--- src/rtl/spike_class_decoder.sv ---
// -----------------------------------------------------------------------------
// spike_class_decoder
//
// Readout stage behind the output LIF layer. It counts spikes per output neuron
// over a window of WINDOW_LEN enabled cycles. A sequential argmax scan then
// visits one neuron per cycle, and the winning class is presented with a
// valid/ready handshake.
//
// State table:
//   state  | meaning
//   IDLE   | waiting for start_i; result outputs hold the last result
//   ACCUM  | counting spikes on cycles with en_i=1 until the window completes
//   SCAN   | argmax over the counters, one neuron per cycle
//   DONE   | result valid; waits for ready_i
//
// Ports:
//   clk_i          clock, rising edge
//   rst_i          synchronous active-high reset
//   start_i        starts a window when idle
//   en_i           accumulate qualifier
//   spikes_i       spike vector, bit k = neuron k
//   ready_i        downstream accepts the result
//   class_valid_o  result valid
//   class_o        winning neuron index, zero-extended to 4 bits
//   max_count_o    spike count of the winner
//   tie_o          another neuron matched the winner's count
//   busy_o         high in any state other than IDLE
//
// Build option:
//   SPIKE_CLASS_DECODER_AUTORESTART_EN - when defined, a consumed result
//   starts the next window directly instead of returning to IDLE.
// -----------------------------------------------------------------------------
module spike_class_decoder #(
    parameter int NUM_OUTPUTS = 10,
    parameter int COUNT_W     = 8,
    parameter int WINDOW_LEN  = 64
) (
    input  logic                   clk_i,
    input  logic                   rst_i,
    input  logic                   start_i,
    input  logic                   en_i,
    input  logic [NUM_OUTPUTS-1:0] spikes_i,
    input  logic                   ready_i,
    output logic                   class_valid_o,
    output logic [3:0]             class_o,
    output logic [COUNT_W-1:0]     max_count_o,
    output logic                   tie_o,
    output logic                   busy_o
);

    localparam int IDX_W = (NUM_OUTPUTS > 1) ? $clog2(NUM_OUTPUTS) : 1;
    localparam int WIN_W = $clog2(WINDOW_LEN + 1);

`ifdef SPIKE_CLASS_DECODER_AUTORESTART_EN
    localparam bit AUTORESTART = 1'b1;
`else
    localparam bit AUTORESTART = 1'b0;
`endif

    localparam logic [1:0] S_IDLE  = 2'd0;
    localparam logic [1:0] S_ACCUM = 2'd1;
    localparam logic [1:0] S_SCAN  = 2'd2;
    localparam logic [1:0] S_DONE  = 2'd3;

    localparam logic [COUNT_W-1:0] CNT_MAX  = '1;
    localparam logic [WIN_W-1:0]   WIN_LAST = WIN_W'(WINDOW_LEN - 1);
    localparam logic [IDX_W-1:0]   IDX_LAST = IDX_W'(NUM_OUTPUTS - 1);

    logic [1:0]         state_q,    state_d;
    logic [COUNT_W-1:0] cnt_q [NUM_OUTPUTS];
    logic [COUNT_W-1:0] cnt_d [NUM_OUTPUTS];
    logic [WIN_W-1:0]   win_cnt_q,  win_cnt_d;
    logic [IDX_W-1:0]   scan_idx_q, scan_idx_d;
    logic [COUNT_W-1:0] best_q,     best_d;
    logic [IDX_W-1:0]   win_q,      win_d;
    logic               tie_q,      tie_d;
    logic [3:0]         class_q,    class_d;
    logic [COUNT_W-1:0] max_q,      max_d;
    logic               tie_out_q,  tie_out_d;
    logic               valid_q;
    logic               busy_q;

    logic               handshake;
    logic               clear_cnt;
    logic [COUNT_W-1:0] scan_cnt;

    assign handshake = (state_q == S_DONE) && ready_i;

    // Counters clear when a new window begins, either from IDLE or directly
    // out of DONE when autorestart is built in.
    assign clear_cnt = ((state_q == S_IDLE) && start_i) ||
                       (handshake && AUTORESTART);

    // Counter under the scan pointer; a compare-mux keeps the index width
    // independent of the array size when NUM_OUTPUTS is not a power of two.
    always_comb begin
        scan_cnt = '0;
        for (int k = 0; k < NUM_OUTPUTS; k++) begin
            if (scan_idx_q == IDX_W'(k)) begin
                scan_cnt = cnt_q[k];
            end
        end
    end

    always_comb begin
        state_d    = state_q;
        win_cnt_d  = win_cnt_q;
        scan_idx_d = scan_idx_q;
        best_d     = best_q;
        win_d      = win_q;
        tie_d      = tie_q;
        class_d    = class_q;
        max_d      = max_q;
        tie_out_d  = tie_out_q;
        for (int k = 0; k < NUM_OUTPUTS; k++) begin
            cnt_d[k] = cnt_q[k];
        end

        if (clear_cnt) begin
            for (int k = 0; k < NUM_OUTPUTS; k++) begin
                cnt_d[k] = '0;
            end
            win_cnt_d = '0;
        end

        case (state_q)
            S_IDLE: begin
                if (start_i) begin
                    state_d = S_ACCUM;
                end
            end

            S_ACCUM: begin
                if (en_i) begin
                    for (int k = 0; k < NUM_OUTPUTS; k++) begin
                        if (spikes_i[k] && (cnt_q[k] != CNT_MAX)) begin
                            cnt_d[k] = cnt_q[k] + COUNT_W'(1);
                        end
                    end
                    if (win_cnt_q == WIN_LAST) begin
                        state_d    = S_SCAN;
                        scan_idx_d = '0;
                    end else begin
                        win_cnt_d = win_cnt_q + WIN_W'(1);
                    end
                end
            end

            S_SCAN: begin
                if (scan_idx_q == '0) begin
                    best_d = scan_cnt;
                    win_d  = '0;
                    tie_d  = 1'b0;
                end else if (scan_cnt > best_q) begin
                    best_d = scan_cnt;
                    win_d  = scan_idx_q;
                    tie_d  = 1'b0;
                end else if (scan_cnt == best_q) begin
                    // Lowest index keeps the win; only the tie flag is raised.
                    tie_d = 1'b1;
                end

                if (scan_idx_q == IDX_LAST) begin
                    state_d              = S_DONE;
                    class_d              = '0;
                    class_d[IDX_W-1:0]   = win_d;
                    max_d                = best_d;
                    tie_out_d            = tie_d;
                end else begin
                    scan_idx_d = scan_idx_q + IDX_W'(1);
                end
            end

            S_DONE: begin
                if (handshake) begin
                    state_d = AUTORESTART ? S_ACCUM : S_IDLE;
                end
            end

            default: begin
                state_d = S_IDLE;
            end
        endcase
    end

    always_ff @(posedge clk_i) begin
        if (rst_i) begin
            state_q    <= S_IDLE;
            win_cnt_q  <= '0;
            scan_idx_q <= '0;
            best_q     <= '0;
            win_q      <= '0;
            tie_q      <= 1'b0;
            class_q    <= '0;
            max_q      <= '0;
            tie_out_q  <= 1'b0;
            valid_q    <= 1'b0;
            busy_q     <= 1'b0;
            for (int k = 0; k < NUM_OUTPUTS; k++) begin
                cnt_q[k] <= '0;
            end
        end else begin
            state_q    <= state_d;
            win_cnt_q  <= win_cnt_d;
            scan_idx_q <= scan_idx_d;
            best_q     <= best_d;
            win_q      <= win_d;
            tie_q      <= tie_d;
            class_q    <= class_d;
            max_q      <= max_d;
            tie_out_q  <= tie_out_d;
            valid_q    <= (state_d == S_DONE);
            busy_q     <= (state_d != S_IDLE);
            for (int k = 0; k < NUM_OUTPUTS; k++) begin
                cnt_q[k] <= cnt_d[k];
            end
        end
    end

    assign class_valid_o = valid_q;
    assign class_o       = class_q;
    assign max_count_o   = max_q;
    assign tie_o         = tie_out_q;
    assign busy_o        = busy_q;

endmodule

--- config.mk ---
export PLATFORM = sky130hd
export DESIGN_NAME = spike_class_decoder
export DESIGN_NICKNAME = d
export VERILOG_FILES = /design/src/rtl/spike_class_decoder.sv
export SDC_FILE = /design/constraint.sdc
export NUM_CORES = 1
export LEC_CHECK = 0
export BUFFER_PORTS_ARGS = -buffer_cell sky130_fd_sc_hd__clkbuf_2
export CORE_MARGIN = 8
export CORE_UTILIZATION = 55
export DETAILED_ROUTE_END_ITERATION = 10
export PLACE_DENSITY = 0.72
export SYNTH_ARGS = -nofsm -noshare
export SYNTH_HDL_FRONTEND = slang
export SYNTH_SLANG_ARGS = --single-unit
--- constraint.sdc ---
create_clock -name clk_i -period 4.5 [get_ports clk_i]
set_input_delay 0.675 -clock clk_i [delete_from_list [all_inputs] [get_ports clk_i]]
set_output_delay 0.675 -clock clk_i [all_outputs]
set_load 0.03 [all_outputs]
==> results of run 1 <==
==> per-stage QoR <==
step                      total power, mW  std cells  util [%]  instance area (um2)
after floorplan                      1.17        865         -                 6830
after global placement               1.20       1025      58.5                 7050
after detailed placement             1.21       1025      58.5                 7050
after CTS                            2.54       1056      63.2                 7630
after global routing                 2.60       1056      63.3                 7630
final                                2.53       1056      63.3                 7630
==> where the power goes <==
group          leakage [nW]  internal, mW  switching [mW]  total [mW]
Combinational          1.31        0.0263          0.0762       0.102
Clock                 0.272         0.852           0.492        1.34
Sequential            0.975          1.08         0.00685        1.08
Total                  2.56          1.96           0.575        2.53
==> repair_timing <==
action | 4_1_cts | 5_1_grt
hold endpoints to repair | 0 | 0
gates resized for setup | 0 | 1
buffers inserted | 0 | 0
setup endpoints to repair | 0 | 4
==> layer usage <==
metal	GRT usage (%)	wire, um	vias up
met5	0	0	-
met3	5.45	1160	43
li1	-	-	3170
met2	38.2	8960	238
met1	28.6	8350	3167
met4	10.6	439	0
==> final timing paths <==
path	end	start	depth (start not counted)	slack [ns]
max	best_q[1]	scan_idx_q[0]	14	0.40
min reg2reg	win_cnt_q[6]	win_cnt_q[6]	1	0.47
max reg2reg	best_q[1]	scan_idx_q[0]	14	0.40
min	win_cnt_q[6]	win_cnt_q[6]	1	0.47
==> synth_stat cells (3+ instances only) <==
library cell	number	share of area, %
o21ai_1	5	0.37
o21a_1	4	0.44
dfxtp_1	121	35
a211oi_1	8	0.88
nand3b_1	23	2.5
a221oi_2	8	1.8
buf_6	3	0.49
mux2i_1	8	1.2
nor3_1	14	1.0
xnor2_1	12	1.5
nand3_1	39	2.9
nor3b_1	4	0.44
and3b_1	3	0.38
inv_1	41	2.3
nor2_1	110	6.0
o311a_1	8	1.2
nand2b_1	4	0.37
xor2_1	8	1.0
o211ai_1	7	0.77
o41ai_1	3	0.38
o22ai_1	14	1.3
a31oi_1	12	1.1
nand2_1	92	5.1
o31ai_1	7	0.77
o21ai_0	40	2.9
a221oi_1	14	1.8
nand4_1	22	2.0
nand4b_1	3	0.38
a22oi_1	4	0.44
a221oi_4	6	2.3
or3_1	9	0.82
ha_1	23	4.2
and3_1	10	0.92
clkbuf_1	35	1.9
nor4_1	6	0.55
o2111ai_1	3	0.38
a21oi_1	86	6.3
buf_4	3	0.33
and2_1	6	0.55
nor2b_1	5	0.46
buf_2	7	0.51
==> cell families (layout without fill, tap and decap cells) <==
kind of cell / Yosys count / after routing
xor gates and xnor gates: 20 / 20
adders and majority gates: 23 / 23
DFF: 121 / 121
AOI/OAI and AO/OA: 245 / 245
buffers and inverters: 91 / 114
and+or+nand+nor: 355 / 355
muxes: 10 / 10
==> layout make-up <==
type	instances	area, um2
fillers	1046	4430
well taps	168	210
repair buffers	42	243
clock buffers	24	482
clock inverters	7	92.6
flip-flops and latches	121	2420
inverters	41	154
multi-input cells	653	4030
==> worst max-delay path, stage by stage (launching register included) <==
cell	delay [ns]
dfxtp_1	0.45
ha_1	0.57
buf_4	0.32
nand2_1	0.10
o21ai_0	0.26
a221oi_1	0.17
a221oi_4	0.36
ha_1	0.31
nor2b_1	0.14
o21bai_1	0.23
a311oi_4	0.14
o21ai_1	0.50
buf_4	0.26
nand2_1	0.07
a21oi_1	0.15
==> sequential cells by signal, indices dropped and copies added (netlist names) <==
name	flops
tie_o	1
win_cnt_q	7
class_o	4
best_q	8
tie_q	1
busy_o	1
cnt_q	80
win_q	4
state_q	2
class_valid_o	1
scan_idx_q	4
max_count_o	8
==> metrics.cfg, run 1 <==
[finish]
insertedDiodeCount = 0
mostFrequentLayoutCell = dfxtp_1
nets = 914
final_cell_mix = dfxtp_1 (121), nor2_1 (110), nand2_1 (92)
drive_above_1_share_pct = 10.2
syn2layout_area_growth_pct = 11.7

[synthesis]
synth_simple_gate_area_share_pct = 25.0
synth.yosys.warnings = 0
synth_mux_area_share_pct = 1.50
synth_xor_xnor_area_share_pct = 2.56
syn_area_um2 = 6830
synth_nets = 903
synth_top_family_by_area = compound AO/OA/AOI/OAI gates
synth_compound_area_share_pct = 25.6
ys_seq_elements = 121
syn_avg_cell_area_um2 = 7.90
synth-seq-area-share_pct = 35.5
synth-async-reset-ratio_pct = 0
synthAdderAreaFrac_pct = 4.21
synthFlopType = dfxtp_1
synth_cells = 865
synth_edf_count = 0
yosysUniqueCellTypes = 63

[route]
dr.pass1.iters = 6
route.vias.total = 6618
drt-total-wl_mm = 18.9
wire_per_inst_um = 17.9
antenna_left = 0
vias_per_cell = 6.27
drt_iter0_markers = 718
route.detailed.drc = 0

[worst_hold_path]
hp-class = reg2reg

[timing]
period_minus_slack_ns = 4.10
setup_ws_ns = 0.397
setup_tns_ns = 0
rsz0062_at_grt = no
clock_skew_ns = 0.00747
final-hold-violation-count = 0
slew-limit-headroom_pct = 24.2
worst_pin_slew_ns = 1.12
setup_viol = 0
fin_crit_sh_pct = 91.2
whs_ns = 0.467
drv_slew = 0
fmaxAchievable_ghz = 0.244

[clocking]
numCtsBuffers = 17
max-clock-path-buffers = 2
cts_tree = built
worstSkewPairLatency_ns = 0.43
root_buffer = clkbuf_16
clock-sinks = 121
cts_hold_buffers = 0
clk_pin_slew_ns = 0.05
cts.htree.levels = 4

[floorplan]
start_util_pct = 56.6
die_area_um2 = 16200
die_w_um = 127
row_count = 40
die_y_um = 127
core-area_um2 = 12100
ios = 30

[setup_path]
critPathKind = reg2reg
worstPathArrival_ns = 4.45
cp_max_fo = 19
crit_required_ns = 4.85
endpoint_kind = flop
start_kind = flop

[global_routing]
grt-ovfl-total = 0
grt_pass1_vias = 6208
track_usage_pct = 23.4
grt_max_degree = 88
grt_pass1_wl_mm = 30.6
grt_antenna_before_repair = 0

[power_and_ir_drop]
leakagePower_nw = 2.56
powerDensity_nw_per_um2 = 332
vdd_drop_max_mv = 0.243

[place]
portBuffers = 29
hpwlAfterDp_mm = 13.1
globalplace.congestion = 0.896
pre_cts_slack_ns = 0.303

[run]
drv_cap = 0

[outcome]
status = finished clean

Power figures use the tool's default switching activity.
==> inputs of run 2 (changes only) <==
- CAP_MARGIN: not set -> 25
- CTS_BUF_LIST: not set -> sky130_fd_sc_hd__clkbuf_4
- MAX_ROUTING_LAYER: not set -> met4
==> run 2 against run 1 <==
Against the previous run:
- sequential share of layout area increased by 0.93 points
- first-iteration DRC count fell by 27%
- clock power decreased by 30%
- cell area fell by 2.9%
- hold slack got worse by 0.068 ns
- global-route usage is 0.11 points higher
- sequential cell count unchanged
- die area did not move
- register-to-register slack worse by 0.02 ns
- final cell count rose by 0.28%
- combinational power is essentially flat
- total power shrank 16%
- critical path type unchanged
==> metrics.cfg, run 2 (synthesis results as in run 1) <==
[outcome]
status = finished clean

[place]
pre_cts_slack_ns = 0.375  ; +0.0725 ns
globalplace.congestion = 0.919  ; +2.6%
hpwlAfterDp_mm = 13.0  ; -0.77%
portBuffers = 29  ; unchanged

[finish]
mostFrequentLayoutCell = dfxtp_1
largest_reg_flops = 80  ; unchanged
insertedDiodeCount = 0  ; unchanged
syn2layout_area_growth_pct = 8.52
nets = 916  ; +0.22%
drive_above_1_share_pct = 10.8  ; +0.53 points
final_cell_mix = dfxtp_1 (121), nor2_1 (110), nand2_1 (92)
regMostFlops = cnt_q
n_fill_cell = 1043  ; -0.29%

[floorplan]
die_area_um2 = 16200  ; unchanged
row_count = 40  ; unchanged
start_util_pct = 56.6  ; unchanged
die_y_um = 127  ; unchanged
core-area_um2 = 12100  ; unchanged
ios = 30  ; unchanged
die_w_um = 127  ; unchanged

[timing]
fmaxAchievable_ghz = 0.243  ; -0.40%
period_minus_slack_ns = 4.12  ; +0.0166 ns
fin_crit_sh_pct = 91.5  ; +0.37 points
final-hold-violation-count = 0  ; unchanged
setup_tns_ns = 0  ; unchanged
setup_viol = 0  ; unchanged
setup_ws_ns = 0.381  ; -0.0166 ns
clock_skew_ns = 0.0124  ; +0.00496 ns
rsz0062_at_grt = no
drv_slew = 0  ; unchanged
worst_pin_slew_ns = 0.979  ; -0.140 ns
slew-limit-headroom_pct = 34.7  ; +11 points

[clocking]
cts.htree.levels = 4  ; unchanged
max-clock-path-buffers = 2  ; unchanged
post_cts_buffers = 0  ; unchanged
numCtsBuffers = 17  ; unchanged
clk_pin_slew_ns = 0.11  ; +0.06 ns
cts_hold_buffers = 0  ; unchanged
worstSkewPairLatency_ns = 0.56  ; +0.13 ns
clock-sinks = 121  ; unchanged
cts_tree = built
root_buffer = clkbuf_4

[setup_path]
cp_max_fo = 19  ; unchanged
crit_required_ns = 4.97  ; +0.12 ns
r2r_slack_ns = 0.38  ; -0.02 ns
endpoint_kind = flop
start_kind = flop
critPathKind = reg2reg
worstPathArrival_ns = 4.59  ; +0.14 ns

[global_routing]
track_usage_pct = 23.5  ; +0.11 points
grt-ovfl-total = 0  ; unchanged
grt_antenna_before_repair = 0  ; unchanged
grt_pass1_vias = 6118  ; -1.4%
grt_pass1_wl_mm = 30.0  ; -2.0%
grt_max_degree = 89  ; +1.1%

[route]
route.vias.total = 6518  ; -1.5%
antenna_left = 0  ; unchanged
route.detailed.drc = 0  ; unchanged
vias_per_cell = 6.15  ; -1.8%
dr.pass1.iters = 6  ; unchanged
drt_iter0_markers = 525  ; -27%
drt-total-wl_mm = 18.2  ; -4.0%
wire_per_inst_um = 17.1  ; -4.3%

[run]
drv_cap = 0  ; unchanged

[power_and_ir_drop]
powerDensity_nw_per_um2 = 286  ; -14%
leakagePower_nw = 2.48  ; -3.3%
vdd_drop_max_mv = 0.235  ; -3.0%

[worst_hold_path]
hp-class = in2reg

## run 2: final cells by class
cell class,count,area [um2],area share [%]
inverters,41,154,2.08
clock inverters,13,201,2.72
multi-input cells,653,4030,54.3
well taps,168,210,2.84
repair buffers,44,255,3.44
clock buffers,19,143,1.92
flip-flops and latches,121,2420,32.7
## run 2: where the power goes
part	internal [mW]	total [mW]	switching, mW
combinational	0.0287	0.104	0.0752
clock	0.505	0.932	0.427
sequential	1.08	1.08	0.00714
total	1.61	2.12	0.509
## run 2: final timing paths
check	from	end	cells past startpoint
worst min-delay path	spikes_i[8]	cnt_q[8][4]	3
worst min register to register	win_cnt_q[6]	win_cnt_q[6]	1
worst max-delay path	scan_idx_q[0]	tie_o	12
worst max register to register	scan_idx_q[0]	tie_o	12
## run 2: through the flow
step	power [mW]	hold WS, ns	area, um2	utilization [%]	instances
after floorplan	1.17	0.440	6830	-	865
after global placement	1.21	0.446	7060	58.5	1026
after detailed placement	1.21	0.461	7060	58.5	1026
after CTS	2.14	0.361	7400	61.4	1058
after global routing	2.20	0.385	7410	61.5	1059
final	2.12	0.398	7410	61.5	1059
## run 2: layer usage
| metal | GRT usage (%) | share of wire, % |
|---|---|---|
| met5 | - | 0 |
| met4 | 9.66 | 2.1 |
| met3 | 5.03 | 5.4 |
| met2 | 37.3 | 47 |
| met1 | 28.4 | 45 |
## run 2: worst max-delay path, stage by stage, from the launching register on
cell      delay, ns
dfxtp_1        0.47
ha_1           0.56
buf_4          0.32
nand2_1        0.09
o21ai_0        0.24
a221oi_1       0.17
a221oi_4       0.32
ha_1           0.31
a211oi_1       0.38
a311oi_4       0.19
nor2_1         0.52
o211ai_1       0.25
a21oi_1        0.22
## run 2: what timing repair did
item / in CTS / in global routing
endpoints found under the setup margin: 0 / 4
gates resized for setup: 0 / 1
endpoints found under the hold margin: 0 / 0
